<file path="config.mk">
export PLATFORM = sky130hd
export DESIGN_NAME = axi_mem_responder
export DESIGN_NICKNAME = d
export VERILOG_FILES = /design/src/rtl/axi_mem_pkg.sv /design/src/rtl/axi_mem_addr_gen.sv /design/src/rtl/axi_mem_responder.sv
export SDC_FILE = /design/constraint.sdc
export NUM_CORES = 1
export LEC_CHECK = 0
export BUFFER_PORTS_ARGS = -buffer_cell sky130_fd_sc_hd__buf_2
export CELL_PAD_IN_SITES_DETAIL_PLACEMENT = 1
export CELL_PAD_IN_SITES_GLOBAL_PLACEMENT = 1
export CORE_ASPECT_RATIO = 0.6
export CORE_MARGIN = 5
export CORE_UTILIZATION = 34
export CTS_BUF_LIST = sky130_fd_sc_hd__clkbuf_2 sky130_fd_sc_hd__clkbuf_4 sky130_fd_sc_hd__clkbuf_8
export DETAILED_ROUTE_END_ITERATION = 16
export PLACE_DENSITY = 0.92
export SLEW_MARGIN = 20
export SYNTH_ARGS = -nofsm -noshare
export SYNTH_HDL_FRONTEND = slang
export SYNTH_SLANG_ARGS = --single-unit
</file>
<file path="constraint.sdc">
create_clock -name clk_i -period 7 [get_ports clk_i]
set_input_delay 0.7 -clock clk_i [delete_from_list [all_inputs] [get_ports clk_i]]
set_output_delay 0.7 -clock clk_i [all_outputs]
set_load 0.02 [all_outputs]
</file>
<file path="src/rtl/axi_mem_pkg.sv">
// Shared types and constants for the AXI4-to-SRAM responder.
// Latency: n/a (declarations only).
// Backpressure: n/a (declarations only).
package axi_mem_pkg;

   localparam int unsigned AXI_ADDR_W = 64;
   localparam int unsigned AXI_DATA_W = 64;
   localparam int unsigned AXI_ID_W   = 4;

   typedef enum logic [2:0] {
      IDLE,
      RD_REQ,
      RD_DATA,
      WR_DATA,
      WR_RESP
   } state_t;

   localparam logic [1:0] RESP_OKAY   = 2'b00;
   localparam logic [1:0] RESP_SLVERR = 2'b10;

   localparam logic [1:0] BURST_FIXED = 2'b00;
   localparam logic [1:0] BURST_INCR  = 2'b01;
   localparam logic [1:0] BURST_WRAP  = 2'b10;

   // Address-channel payloads; cache/prot/atop are carried but ignored.
   typedef struct packed {
      logic [AXI_ID_W-1:0]   id;
      logic [AXI_ADDR_W-1:0] addr;
      logic [7:0]            len;
      logic [2:0]            size;
      logic [1:0]            burst;
      logic [3:0]            cache;
      logic [2:0]            prot;
      logic [5:0]            atop;
   } aw_chan_t;

   typedef struct packed {
      logic [AXI_ID_W-1:0]   id;
      logic [AXI_ADDR_W-1:0] addr;
      logic [7:0]            len;
      logic [2:0]            size;
      logic [1:0]            burst;
      logic [3:0]            cache;
      logic [2:0]            prot;
   } ar_chan_t;

   typedef struct packed {
      logic [AXI_DATA_W-1:0]   data;
      logic [AXI_DATA_W/8-1:0] strb;
      logic                    last;
   } w_chan_t;

   typedef struct packed {
      logic [AXI_ID_W-1:0] id;
      logic [1:0]          resp;
   } b_chan_t;

   typedef struct packed {
      logic [AXI_ID_W-1:0]   id;
      logic [AXI_DATA_W-1:0] data;
      logic [1:0]            resp;
      logic                  last;
   } r_chan_t;

   typedef struct packed {
      aw_chan_t aw;
      logic     aw_valid;
      w_chan_t  w;
      logic     w_valid;
      logic     b_ready;
      ar_chan_t ar;
      logic     ar_valid;
      logic     r_ready;
   } axi_req_t;

   typedef struct packed {
      logic    aw_ready;
      logic    ar_ready;
      logic    w_ready;
      logic    b_valid;
      b_chan_t b;
      logic    r_valid;
      r_chan_t r;
   } axi_rsp_t;

endpackage

</file>
<file path="src/rtl/axi_mem_addr_gen.sv">
// Beat address, SRAM word address and error decode for one burst beat.
// Latency: purely combinational.
// Backpressure: none; evaluated every cycle from the latched burst state.
module axi_mem_addr_gen
   import axi_mem_pkg::*;
#(
   parameter int unsigned AxiAddrWidth = 64,
   parameter int unsigned AxiDataWidth = 64,
   parameter int unsigned MemWords     = 65536
) (
   input  logic [AxiAddrWidth-1:0]     start_addr,
   input  logic [2:0]                  size,
   input  logic [1:0]                  burst,
   input  logic [7:0]                  beat,
   output logic [AxiAddrWidth-1:0]     beat_addr,
   output logic [$clog2(MemWords)-1:0] word_addr,
   output logic                        err
);

   localparam int unsigned OffW  = $clog2(AxiDataWidth/8);
   localparam int unsigned WordW = $clog2(MemWords);
   localparam logic [2:0]  MaxSize = 3'(OffW);
   localparam logic [AxiAddrWidth-1:0] Range = AxiAddrWidth'(MemWords * (AxiDataWidth/8));

   // FIXED holds the start address, INCR steps by the beat size; WRAP and the
   // reserved encoding are not supported and are flagged as slave errors.
   always_comb begin
      beat_addr = start_addr;
      if (burst == BURST_INCR) begin
         beat_addr = start_addr + (AxiAddrWidth'(beat) << size);
      end
      word_addr = beat_addr[OffW +: WordW];
      err = ((burst != BURST_FIXED) && (burst != BURST_INCR))
         || (size > MaxSize)
         || (beat_addr >= Range);
   end

endmodule

</file>
<file path="src/rtl/axi_mem_responder.sv">
// AXI4 slave terminating a master onto a single-port synchronous SRAM, one transaction at a time.
// Latency: R beat valid 2 cycles after AR handshake, 1 read beat per 2 cycles; W accepted every cycle.
// Backpressure: R/B held stable until ready; AW/AR/W ready only in the state that consumes them.
module axi_mem_responder
   import axi_mem_pkg::*;
#(
   parameter int unsigned AxiAddrWidth = AXI_ADDR_W,
   parameter int unsigned AxiDataWidth = AXI_DATA_W,
   parameter int unsigned AxiIdWidth   = AXI_ID_W,
   parameter int unsigned MemWords     = 65536,
   parameter type axi_req_t = axi_mem_pkg::axi_req_t,
   parameter type axi_rsp_t = axi_mem_pkg::axi_rsp_t
) (
   input  logic                        clk_i,
   input  logic                        rst_i,
   input  axi_req_t                    axi_req_i,
   output axi_rsp_t                    axi_resp_o,
   output logic                        mem_req_o,
   output logic                        mem_we_o,
   output logic [$clog2(MemWords)-1:0] mem_addr_o,
   output logic [AxiDataWidth-1:0]     mem_wdata_o,
   output logic [AxiDataWidth/8-1:0]   mem_be_o,
   input  logic [AxiDataWidth-1:0]     mem_rdata_i
);

   state_t state_q, state_d;

   logic                    favour_wr_q;
   logic [AxiIdWidth-1:0]   id_q;
   logic [AxiAddrWidth-1:0] addr_q;
   logic [7:0]              len_q;
   logic [2:0]              size_q;
   logic [1:0]              burst_q;
   logic [7:0]              beat_q;
   logic [AxiDataWidth-1:0] r_data_q;
   logic [1:0]              r_resp_q;
   logic                    r_last_q;
   logic                    rd_first_q;
   logic                    wr_err_q;

   logic                    aw_rdy, ar_rdy, w_rdy, b_vld, r_vld;
   logic                    grant_rd, grant_wr;
   logic [AxiDataWidth-1:0] r_data_w;
   logic [AxiAddrWidth-1:0] beat_addr;
   logic                    beat_err;

   axi_mem_addr_gen #(
      .AxiAddrWidth (AxiAddrWidth),
      .AxiDataWidth (AxiDataWidth),
      .MemWords     (MemWords)
   ) u_addr_gen (
      .start_addr (addr_q),
      .size       (size_q),
      .burst      (burst_q),
      .beat       (beat_q),
      .beat_addr  (beat_addr),
      .word_addr  (mem_addr_o),
      .err        (beat_err)
   );

   // When both address channels request together, serve the type not served last.
   assign grant_rd = axi_req_i.ar_valid && (!axi_req_i.aw_valid || !favour_wr_q);
   assign grant_wr = axi_req_i.aw_valid && (!axi_req_i.ar_valid ||  favour_wr_q);

   // The first RD_DATA cycle forwards SRAM data directly; later stall cycles replay the capture.
   assign r_data_w = rd_first_q ? ((r_resp_q == RESP_SLVERR) ? '0 : mem_rdata_i) : r_data_q;

   // State register.
   always_ff @(posedge clk_i or posedge rst_i) begin
      if (rst_i) state_q <= IDLE;
      else       state_q <= state_d;
   end

   // Next-state, handshakes and SRAM strobes.
   always_comb begin
      state_d     = state_q;
      aw_rdy      = 1'b0;
      ar_rdy      = 1'b0;
      w_rdy       = 1'b0;
      b_vld       = 1'b0;
      r_vld       = 1'b0;
      mem_req_o   = 1'b0;
      mem_we_o    = 1'b0;
      mem_wdata_o = '0;
      mem_be_o    = '0;
      case (state_q)
         IDLE: begin
            if (grant_rd) begin
               ar_rdy  = 1'b1;
               state_d = RD_REQ;
            end else if (grant_wr) begin
               aw_rdy  = 1'b1;
               state_d = WR_DATA;
            end
         end
         RD_REQ: begin
            mem_req_o = !beat_err;
            state_d   = RD_DATA;
         end
         RD_DATA: begin
            r_vld = 1'b1;
            if (axi_req_i.r_ready) state_d = r_last_q ? IDLE : RD_REQ;
         end
         WR_DATA: begin
            w_rdy = 1'b1;
            if (axi_req_i.w_valid) begin
               mem_req_o   = !beat_err;
               mem_we_o    = !beat_err;
               mem_wdata_o = axi_req_i.w.data;
               mem_be_o    = axi_req_i.w.strb;
               if (beat_q == len_q) state_d = WR_RESP;
            end
         end
         WR_RESP: begin
            b_vld = 1'b1;
            if (axi_req_i.b_ready) state_d = IDLE;
         end
         default: state_d = IDLE;
      endcase
   end

   // Burst context, beat counter, read-data capture and sticky write error.
   always_ff @(posedge clk_i or posedge rst_i) begin
      if (rst_i) begin
         favour_wr_q <= 1'b0;
         id_q        <= '0;
         addr_q      <= '0;
         len_q       <= '0;
         size_q      <= '0;
         burst_q     <= '0;
         beat_q      <= '0;
         r_data_q    <= '0;
         r_resp_q    <= RESP_OKAY;
         r_last_q    <= 1'b0;
         rd_first_q  <= 1'b0;
         wr_err_q    <= 1'b0;
      end else begin
         case (state_q)
            IDLE: begin
               if (ar_rdy) begin
                  favour_wr_q <= 1'b1;
                  id_q        <= axi_req_i.ar.id;
                  addr_q      <= axi_req_i.ar.addr;
                  len_q       <= axi_req_i.ar.len;
                  size_q      <= axi_req_i.ar.size;
                  burst_q     <= axi_req_i.ar.burst;
                  beat_q      <= '0;
               end else if (aw_rdy) begin
                  favour_wr_q <= 1'b0;
                  id_q        <= axi_req_i.aw.id;
                  addr_q      <= axi_req_i.aw.addr;
                  len_q       <= axi_req_i.aw.len;
                  size_q      <= axi_req_i.aw.size;
                  burst_q     <= axi_req_i.aw.burst;
                  beat_q      <= '0;
                  wr_err_q    <= 1'b0;
               end
            end
            RD_REQ: begin
               r_resp_q   <= beat_err ? RESP_SLVERR : RESP_OKAY;
               r_last_q   <= (beat_q == len_q);
               rd_first_q <= 1'b1;
            end
            RD_DATA: begin
               rd_first_q <= 1'b0;
               if (rd_first_q) r_data_q <= r_data_w;
               if (axi_req_i.r_ready && !r_last_q) beat_q <= beat_q + 8'd1;
            end
            WR_DATA: begin
               if (axi_req_i.w_valid) begin
                  if (beat_err) wr_err_q <= 1'b1;
                  if (beat_q != len_q) beat_q <= beat_q + 8'd1;
               end
            end
            WR_RESP: begin
               if (axi_req_i.b_ready) wr_err_q <= 1'b0;
            end
            default: ;
         endcase
      end
   end

   // Drive the response struct from the FSM outputs and burst registers.
   always_comb begin
      axi_resp_o          = '0;
      axi_resp_o.aw_ready = aw_rdy;
      axi_resp_o.ar_ready = ar_rdy;
      axi_resp_o.w_ready  = w_rdy;
      axi_resp_o.b_valid  = b_vld;
      axi_resp_o.b.id     = id_q;
      axi_resp_o.b.resp   = wr_err_q ? RESP_SLVERR : RESP_OKAY;
      axi_resp_o.r_valid  = r_vld;
      axi_resp_o.r.id     = id_q;
      axi_resp_o.r.data   = r_data_w;
      axi_resp_o.r.resp   = r_resp_q;
      axi_resp_o.r.last   = r_last_q;
   end

   // Sideband fields and w_last carry no meaning for this memory.
   logic unused_ok;
   assign unused_ok = ^{beat_addr, axi_req_i.aw.cache, axi_req_i.aw.prot, axi_req_i.aw.atop,
                        axi_req_i.ar.cache, axi_req_i.ar.prot, axi_req_i.w.last};

endmodule

</file>
=== Yosys cells after proc, flatten, opt, wreduce, memory -nomap -nowiden ===
Cells that the tools add are included.

* Eq/ne operators: 20
* Reduce and logical (&&, ||, !) cells: 24
* Add/subtract/negate cells: 2
* Magnitude comparators: 2
* Mux-type cells: 52
* Shift operators: 1

{| class="wikitable"
|+ Operator list
! cell !! count
|-
| 64-bit two-way mux || 7
|-
| 8-bit two-way mux || 9
|-
| 64-bit adder || 1
|-
| 64-bit by 20-bit >= comparator with 1-bit output, second input constant || 1
|-
| 8-bit by 3-bit left shift with 64-bit output || 1
|-
| 3-bit two-way mux || 8
|-
| 8-bit case mux with 3 select lines || 1
|-
| 2-bit != test, second input constant || 9
|-
| 1-bit two-way mux || 17
|-
| 3-bit case mux with 5 select lines || 1
|-
| 5-bit AND reduction || 2
|-
| 8-bit by 1-bit adder with 8-bit output, second input constant || 1
|-
| 8-bit == test || 1
|-
| 2-bit two-way mux || 4
|-
| 4-bit two-way mux || 2
|-
| 8-bit != test || 1
|-
| 3-bit by 2-bit == test with 1-bit output, second input constant || 2
|-
| 3-bit != test, second input constant || 2
|-
| 6-bit AND reduction || 1
|-
| 2-bit nonzero test || 3
|-
| 3-bit nonzero test || 2
|-
| 1-bit logical NOT || 5
|-
| 1-bit logical AND || 4
|-
| 1-bit logical OR || 4
|-
| other kinds (10) || 12
|}

* Bits of input ports: 326
* Register bits after elaboration: 162
* Output and inout port bits: 172

=== Longest topological paths before layout ===
Gate-level depths: netlist of run 1.

* Depth in word-level cells: 9
* Gate-level depth with buffers: 18

=== By module ===
From an unflattened synthesis of run 1, not the netlist that was laid out.

* Cells, all modules: 1,519
* Area total of the unflattened synthesis: 11,360.9 µm²

{| class="wikitable"
|+ Modules (own cells, without submodules)
! module !! times used !! cells each !! area an instance (µm²)
|-
| axi_mem_responder || 1 || 1,070 || 8,404.3
|-
| axi_mem_addr_gen || 1 || 449 || 2,956.6
|}

=== Worst setup path before layout of run 1 ===
OpenSTA, ideal clock, no wires.

* Path type: flip-flop to output port
* Start: register size_q[1]
* End: output mem_we_o
* Required time: 6.300 ns
* Slack: 2.051 ns
* Cell stages (with the launch flop): 17
* Arrival: 4.249 ns
* Path through: dfrtp_1 > clkbuf_1 > clkbuf_1 > mux2i_1 > mux2_2 > mux2i_1 > ha_1 > buf_2 > nand4_1 > nor4_1 > o21ai_1 > a2111oi_0 > xnor2_1 > o21ai_1 > nor4_1 > nand3_1 > nor4_1

* Word-level cells in the longest chain between the ends: 8
* Elaborated cells between the ends (all ways): 10

{| class="wikitable"
|+ RTL lines
! what !! RTL line !! RTL
|-
| start: declaration || axi_mem_responder.sv:32 || <nowiki>logic [2:0] size_q;</nowiki>
|-
| start signal: assignment || axi_mem_responder.sv:145 || <nowiki>size_q <= axi_req_i.ar.size;</nowiki>
|-
| start signal: assignment || axi_mem_responder.sv:153 || <nowiki>size_q <= axi_req_i.aw.size;</nowiki>
|-
| 8-bit by 3-bit left shift with 64-bit output || axi_mem_addr_gen.sv:30 || <nowiki>beat_addr = start_addr + (AxiAddrWidth'(beat) << size);</nowiki>
|-
| 64-bit adder || axi_mem_addr_gen.sv:30 ||
|-
| 64-bit two-way mux || axi_mem_addr_gen.sv:29 || <nowiki>if (burst == BURST_INCR) begin</nowiki>
|-
| 64-bit by 20-bit >= comparator with 1-bit output || axi_mem_addr_gen.sv:35 || <nowiki>|| (beat_addr >= Range);</nowiki>
|-
| 1-bit logical OR * || axi_mem_addr_gen.sv:35 ||
|-
| 1-bit logical NOT * || axi_mem_responder.sv:108 || <nowiki>mem_we_o = !beat_err;</nowiki>
|-
| 1-bit two-way mux * || axi_mem_responder.sv:106 || <nowiki>if (axi_req_i.w_valid) begin</nowiki>
|-
| 1-bit two-way mux * || axi_mem_responder.sv:86 || <nowiki>case (state_q)</nowiki>
|-
| end: declaration || axi_mem_responder.sv:19 || <nowiki>output logic mem_we_o,</nowiki>
|}

Every way passes the cells marked *; elsewhere a longest branch is shown, timed or not.

=== Worst setup path after layout of run 1 ===
Ends and elaborated chain as after synthesis.

==> results.txt, run 1 <==
Clock Skews: 0.0165 ns
final hold vios: 0
post-detailed-route wirelength per cell: 21.5 um
worst rel slew slack: 26.3%
Reg area: 4030 um2
length of routed met2 wiring: 23600 um
ranking of synthesized cells by instance count: 359 x sky130_fd_sc_hd__nand2_1, 166 x sky130_fd_sc_hd__o21ai_0, 161 x sky130_fd_sc_hd__dfrtp_1, 128 x sky130_fd_sc_hd__nor2_1, 90 x sky130_fd_sc_hd__a31oi_1
Overflow after GRT: 0
Final Hold Slack: 0.273 ns
cell breakdown of the critical path: mux2_2, o21ai_0, mux2i_1, ha_1, nand4_1, nor4_1, o21ai_1, a2111oi_0, xnor2_1, o21ai_1, nor4_1, nand3_1, nor4_1, buf_2
area fraction of the dominant cell type after synthesis: 36.0%
cell with the biggest individual delay on the critical path: sky130_fd_sc_hd__dfrtp_1
cells resized by post-CTS repair: 0
final setup vio count: 0
Tcrit/Tclk final: 92.6%
data required time at the worst endpoint: 6.30 ns
number of global-route vias before repair: 13200
root buffer cell: sky130_fd_sc_hd__clkbuf_8
Setup Total Neg Slack: 0 ns
Netlist Area Pre-Place: 11200 um2
multi-input combinational cell area: 6370 um2
area grow syn2layout: 26.0%
Max Cap Violations: 0
leading cell type by number of instances after synthesis: sky130_fd_sc_hd__nand2_1
clock latency of the later-clocked register in the worst-skew pair: 0.50 ns
top layer reached by signal wires: met4
crit end category: output pin
Async S/R FF share, synth: 100%
HPWL after DPL: 40600 um
core area: 32500 um2
vias per cell: 5.41
Synth area leader: sky130_fd_sc_hd__dfrtp_1
fraction of final layout cells sized beyond drive strength 1: 28.5%
net switching share of the total power: 54.6%
Fmax achieved: 154 MHz
Final Slew Violations: 0
clock sink count: 161
H-tree levels: 4
critical path fanouts, max: 14
met3 wire length: 3760 um
number of antenna violations at the first check in global routing: 5
clock-pin slew of the registers on the worst-case setup and hold paths: 0.10 ns
Hold Path Class: primary input to async pin
std cell rows: 51
total number of vias: 12800
post-route non-filler standard cell count: 2369
effective utilization at floorplan: 34.5%
Cells after DPL: 2325
Power Internal: 2.61 mW
Sequential Power Share: 33.0%
share of power burned in the clock network: 12.3%
layout net count: 2263
pwr dens: 408 nW/um2
count of flip-flops with a built-in enable after synthesis: 0
total die area: 36800 um2
kind of start point of the critical path: flip-flop
post-CTS repair timing setup buffer count: 0
CTS tree: yes
core occupancy in the finished layout: 43.4%
number of buffers between clock root and the deepest sink: 2
maximum number of pins on one net before global-route repair: 122
Area contributors post-synth: sky130_fd_sc_hd__dfrtp_1 36%, sky130_fd_sc_hd__nand2_1 12%, sky130_fd_sc_hd__o21ai_0 7.4%
highest cell delay on the worst timing path: 0.71 ns
part of the power in combinational logic: 54.7%
total routing usage reported by global routing: 26.7%
number of buffers inserted by hold repair at cts: 0
horizontal die dimension: 244 um
number of warnings issued by yosys: 0
filler cell count in the final layout: 4207
VDD IR max: 0.173 mV
cell occurring most often along the worst timing path: sky130_fd_sc_hd__nor4_1
overall power: 5.76 mW
data arrival time of the critical path: 5.78 ns
share of synthesized area occupied by flip-flops and latches: 36.0%
Boundary Pins: 498
initial drt markers: 925
Seq cells post-synth: 161
overall die height: 151 um
status: finished clean
number of input and output port buffers inserted: 474
Leak: 6.84 nW
number of instances in the synthesized netlist: 1539
count of unresolved DRC violations after routing: 0
length of routed wiring on met1: 22300 um
Placer Congestion: 0.983
average cell area after synthesis: 7.28 um2
DRT antenna net count: 0
total clock buffers created by CTS: 17
path type of the worst setup path: flip-flop to output pin
transition time at the pin with the least slew margin: 1.09 ns
power dissipated by switching net loads: 3.14 mW
setup repair after global routing missed its margin: false
number of different library cells in the post-synthesis netlist: 70
detailed-routing iteration count for the pre-antenna-repair pass: 5
total wire length after detailed routing: 51000 um
dominant register cell in the synthesized netlist: sky130_fd_sc_hd__dfrtp_1
first-pass GRT wire length: 77200 um
minimum clock period: 6.48 ns
worst max-delay path: cells and delay by family, from the launching register on:
family | cells | cell delay, ns
fa+ha+maj | 1 | 0.47
xor+xnor | 1 | 0.22
simple gates | 5 | 1.86
flops | 1 | 0.71
mux | 2 | 0.56
buf+inv | 1 | 0.29
compound gates | 4 | 1.18
metrics by stage:
stage | instance area, um2 | worst slack (ns)
after floorplan | 11200 | 1.95
after global placement | 13700 | 1.29
after detailed placement | 13700 | 1.15
after CTS | 14100 | 0.552
after global routing | 14100 | 0.0948
final | 14100 | 0.516
worst paths after layout:
check                                          endpoint                    start  cells past startpoint  slack [ns]
worst max register to register     wr_err_q$_DFFE_PP0P_    size_q[1]$_DFFE_PP0P_                     14        2.13
worst min-delay path             addr_q[23]$_DFFE_PP0P_                    rst_i                      2        0.27
worst max-delay path                           mem_we_o    size_q[1]$_DFFE_PP0P_                     14        0.52
max in group asynchronous        rd_first_q$_DFFE_PP0P_                    rst_i                      3        5.54
worst min register to register  r_data_q[0]$_DFFE_PP0P_  r_data_q[0]$_DFFE_PP0P_                      2        0.49
min in group clk_i                 len_q[6]$_DFFE_PP0P_           axi_req_i[190]                      3        0.44
routing by layer:
| layer | vias to the layer above | global-route usage, % |
|---|---|---|
| li1 | 6016 | - |
| met1 | 6264 | 36.0 |
| met2 | 472 | 42.5 |
| met3 | 66 | 6.96 |
| met4 | 0 | 8.37 |
| met5 | - | 0 |
kinds of logic (layout without fill, tap and decap cells):
family	count (synthesis)	count (layout)	synth area share (%)
fa+ha+maj	17	17	1.97
other cells	1	14	0.0335
buf+inv	204	597	7.46
xor+xnor	38	38	2.97
flops	161	161	36.0
compound gates	355	355	18.8
simple gates	736	736	30.2
mux	27	27	2.57
cell usage in the layout (no fill, tap or decap), types with 31 or more instances in the layout:
cell type and instances:
sky130_fd_sc_hd__buf_2 474, sky130_fd_sc_hd__nand2_1 358, sky130_fd_sc_hd__o21ai_0 166, sky130_fd_sc_hd__dfrtp_1 160, sky130_fd_sc_hd__nor2_1 128, sky130_fd_sc_hd__a31oi_1 90
sky130_fd_sc_hd__inv_1 79, sky130_fd_sc_hd__and2_1 77, sky130_fd_sc_hd__nand4_1 32, sky130_fd_sc_hd__nand3_1 31
power groups by stage:
stage                     Clock, mW  Sequential (mW)  Combinational [mW]
after CTS                     0.734             1.88                3.13
after detailed placement          0             1.90                3.12
after floorplan                   0             1.55                2.32
final                         0.705             1.90                3.15
after global placement            0             1.88                3.01
after global routing          0.774             1.94                3.46
sequential cells by signal, summed over array words and instances, names as in the netlist:
signal,count
r_resp_q,1
rd_first_q,1
wr_err_q,1
r_data_q,64
addr_q,64
len_q,8
burst_q,2
size_q,3
id_q,4
beat_q,8
r_last_q,1
state_q,3
favour_wr_q,1
area by class of cell:
type / count / share of cell area (%)
diodes: 12 / 0.213
clock buffers: 17 / 1.66
clock inverters: 15 / 1.12
inverters: 81 / 2.19
multi-input cells: 1175 / 45.2
flip-flops and latches: 161 / 28.6
well taps: 424 / 3.76
repair buffers: 484 / 17.3
Note: power is estimated with default switching activity, not from simulation.
==> run 2, diff against run 1 <==
Settings changed: RECOVER_POWER from default to 50, REMOVE_ABC_BUFFERS from default to 1.
==> results.txt, run 2 (synthesis results as in run 1) <==
H-tree levels: 4 (unchanged)
core area: 32500 um2 (unchanged)
Overflow after GRT: 0 (unchanged)
Setup Total Neg Slack: 0 ns (unchanged)
VDD IR max: 0.169 mV (was 0.173 mV)
core occupancy in the finished layout: 43.2% (was 43.4%)
number of global-route vias before repair: 12700 (was 13200)
number of buffers inserted by hold repair at cts: 0 (unchanged)
status: complete, but fails checks (was finished clean)
Max Cap Violations: 7 (was 0)
Cells after DPL: 2325 (unchanged)
Clock Skews: 0.0290 ns (was 0.0165 ns)
total routing usage reported by global routing: 26.9% (was 26.7%)
commonest non-fill, non-tap cell in the layout: sky130_fd_sc_hd__buf_2 (unchanged)
fraction of final layout cells sized beyond drive strength 1: 27.4% (was 28.5%)
horizontal die dimension: 244 um (unchanged)
detailed-routing iteration count for the pre-antenna-repair pass: 5 (unchanged)
root buffer cell: sky130_fd_sc_hd__clkbuf_8 (unchanged)
std cell rows: 51 (unchanged)
Fmax achieved: 151 MHz (was 154 MHz)
FF-to-FF setup slack: 1.19 ns (was 2.13 ns)
highest-count cells in the layout ignoring fill and taps: 460 x sky130_fd_sc_hd__buf_2, 359 x sky130_fd_sc_hd__nand2_1, 166 x sky130_fd_sc_hd__o21ai_0, 160 x sky130_fd_sc_hd__dfrtp_1, 128 x sky130_fd_sc_hd__nor2_1 (was 474 x sky130_fd_sc_hd__buf_2, 358 x sky130_fd_sc_hd__nand2_1, 166 x sky130_fd_sc_hd__o21ai_0, 160 x sky130_fd_sc_hd__dfrtp_1, 128 x sky130_fd_sc_hd__nor2_1)
CTS tree: yes (unchanged)
number of buffers between clock root and the deepest sink: 2 (unchanged)
HPWL after DPL: 41200 um (was 40600 um)
first-pass GRT wire length: 77000 um (was 77200 um)
setup repair after global routing missed its margin: false (unchanged)
vias per cell: 5.35 (was 5.41)
transition time at the pin with the least slew margin: 3.31 ns (was 1.09 ns)
total die area: 36800 um2 (unchanged)
data required time at the worst endpoint: 6.30 ns (about the same)
critical register-to-register path endpoint: r_data_q[5]$_DFFE_PP0P_ (was wr_err_q$_DFFE_PP0P_)
worst rel slew slack: -120% (was 26.3%)
number of antenna violations at the first check in global routing: 5 (unchanged)
initial drt markers: 973 (was 925)
kind of start point of the critical path: flip-flop (unchanged)
layout net count: 2263 (unchanged)
DRT antenna net count: 0 (unchanged)
post-CTS repair timing setup buffer count: 0 (unchanged)
total number of vias: 12600 (was 12800)
maximum number of pins on one net before global-route repair: 94 (was 122)
Boundary Pins: 498 (unchanged)
effective utilization at floorplan: 34.5% (unchanged)
overall die height: 151 um (unchanged)
pwr dens: 411 nW/um2 (was 408 nW/um2)
path type of the worst setup path: flip-flop to output pin (unchanged)
Hold Path Class: primary input to flip-flop (was primary input to async pin)
Tcrit/Tclk final: 94.7% (was 92.6%)
leading registers by flop count: addr_q x64, r_data_q x64 (unchanged)
Reg2Reg Depth: 4 (was 14)
hold wc startpoint: axi_req_i[90]
Final Slew Violations: 462 (was 0)
crit end category: output pin (unchanged)
post-route non-filler standard cell count: 2360 (was 2369)
total clock buffers created by CTS: 17 (unchanged)
destination of the worst hold path: state_q[2]$_DFFE_PP0P_
total wire length after detailed routing: 51900 um (was 51000 um)
area grow syn2layout: 25.3% (was 26.0%)
post-detailed-route wirelength per cell: 22.0 um (was 21.5 um)
number of input and output port buffers inserted: 474 (unchanged)
minimum clock period: 6.63 ns (was 6.48 ns)
Leak: 6.76 nW (was 6.84 nW)
clock sink count: 161 (unchanged)
final hold vios: 0 (unchanged)
clock latency of the later-clocked register in the worst-skew pair: 0.51 ns (was 0.50 ns)
data arrival time of the critical path: 5.93 ns (was 5.78 ns)
Placer Congestion: 0.982 (was 0.983)
cells resized by post-CTS repair: 0 (unchanged)
reg2reg start: rd_first_q$_DFFE_PP0P_ (was size_q[1]$_DFFE_PP0P_)
count of unresolved DRC violations after routing: 0 (unchanged)
failing checks: max-capacitance violations, max-slew violations
worst hold path stage count: 2
final setup vio count: 0 (unchanged)
clock-pin slew of the registers on the worst-case setup and hold paths: 0.09 ns (was 0.10 ns)
critical path fanouts, max: 14 (unchanged)
## run 2: worst max-delay path by stage
stage | depth (start not counted) | end | from
2_1_floorplan | 1 | addr_q[0]$_DFFE_PP0P_ | rst_i
3_3_place_gp | 14 | mem_we_o | size_q[1]$_DFFE_PP0P_
3_5_place_dp | 16 | mem_we_o | size_q[1]$_DFFE_PP0P_
4_1_cts | 16 | mem_we_o | size_q[1]$_DFFE_PP0P_
5_1_grt | 16 | mem_we_o | size_q[1]$_DFFE_PP0P_
6_report | 16 | mem_we_o | size_q[1]$_DFFE_PP0P_
## run 2: layout make-up
type | count | area, um2
timing repair buffer | 484 | 2410
fill | 4197 | 18400
clock inverter | 15 | 168
tap | 424 | 531
inverter | 81 | 307
antenna | 3 | 7.51
sequential | 161 | 4030
multi-input combinational | 1175 | 6340
clock buffer | 17 | 234
## run 2: power by group
part	leakage, nW	internal (mW)	switching, mW
Combinational	4.56	1.05	2.09
Clock	0.192	0.269	0.455
Sequential	2.01	1.29	0.606
## run 2: metrics by stage
| stage | setup WS [ns] | instance area (um2) | power (mW) | hold slack, ns |
|---|---|---|---|---|
| after global placement | 1.12 | 13700 | 4.90 | 0.462 |
| final | 0.374 | 14000 | 5.76 | 0.436 |
| after detailed placement | 1.15 | 13700 | 5.03 | 0.471 |
| after global routing | 0.111 | 14000 | 6.18 | 0.413 |
| after CTS | 0.551 | 14100 | 5.78 | 0.286 |
| after floorplan | 1.95 | 10700 | 3.74 | 0.450 |
## run 2: worst max-delay path: stages (launching register included)
cell and delay [ns]:
sky130_fd_sc_hd__dfrtp_1 0.69, sky130_fd_sc_hd__mux2_2 0.40, sky130_fd_sc_hd__nand2_1 0.06, sky130_fd_sc_hd__o21ai_0 0.15, sky130_fd_sc_hd__nor2_1 0.16, sky130_fd_sc_hd__a21oi_1 0.08
sky130_fd_sc_hd__ha_1 0.44, sky130_fd_sc_hd__nand4_1 0.23, sky130_fd_sc_hd__nor4_1 0.62, sky130_fd_sc_hd__o21ai_1 0.43, sky130_fd_sc_hd__a211oi_1 0.44, sky130_fd_sc_hd__xnor2_1 0.16
sky130_fd_sc_hd__o211ai_1 0.21, sky130_fd_sc_hd__nor4_1 0.39, sky130_fd_sc_hd__nand3_1 0.18, sky130_fd_sc_hd__nor4_1 0.52, sky130_fd_sc_hd__buf_2 0.27
## run 2: metal layers
layer	part of all wire (%)	vias up	GRT usage, %
li1	-	6011	-
met1	45	6122	38.6
met2	45	443	41.1
met3	8.3	51	7.01
met4	1.4	6	5.64
met5	0.089	-	0
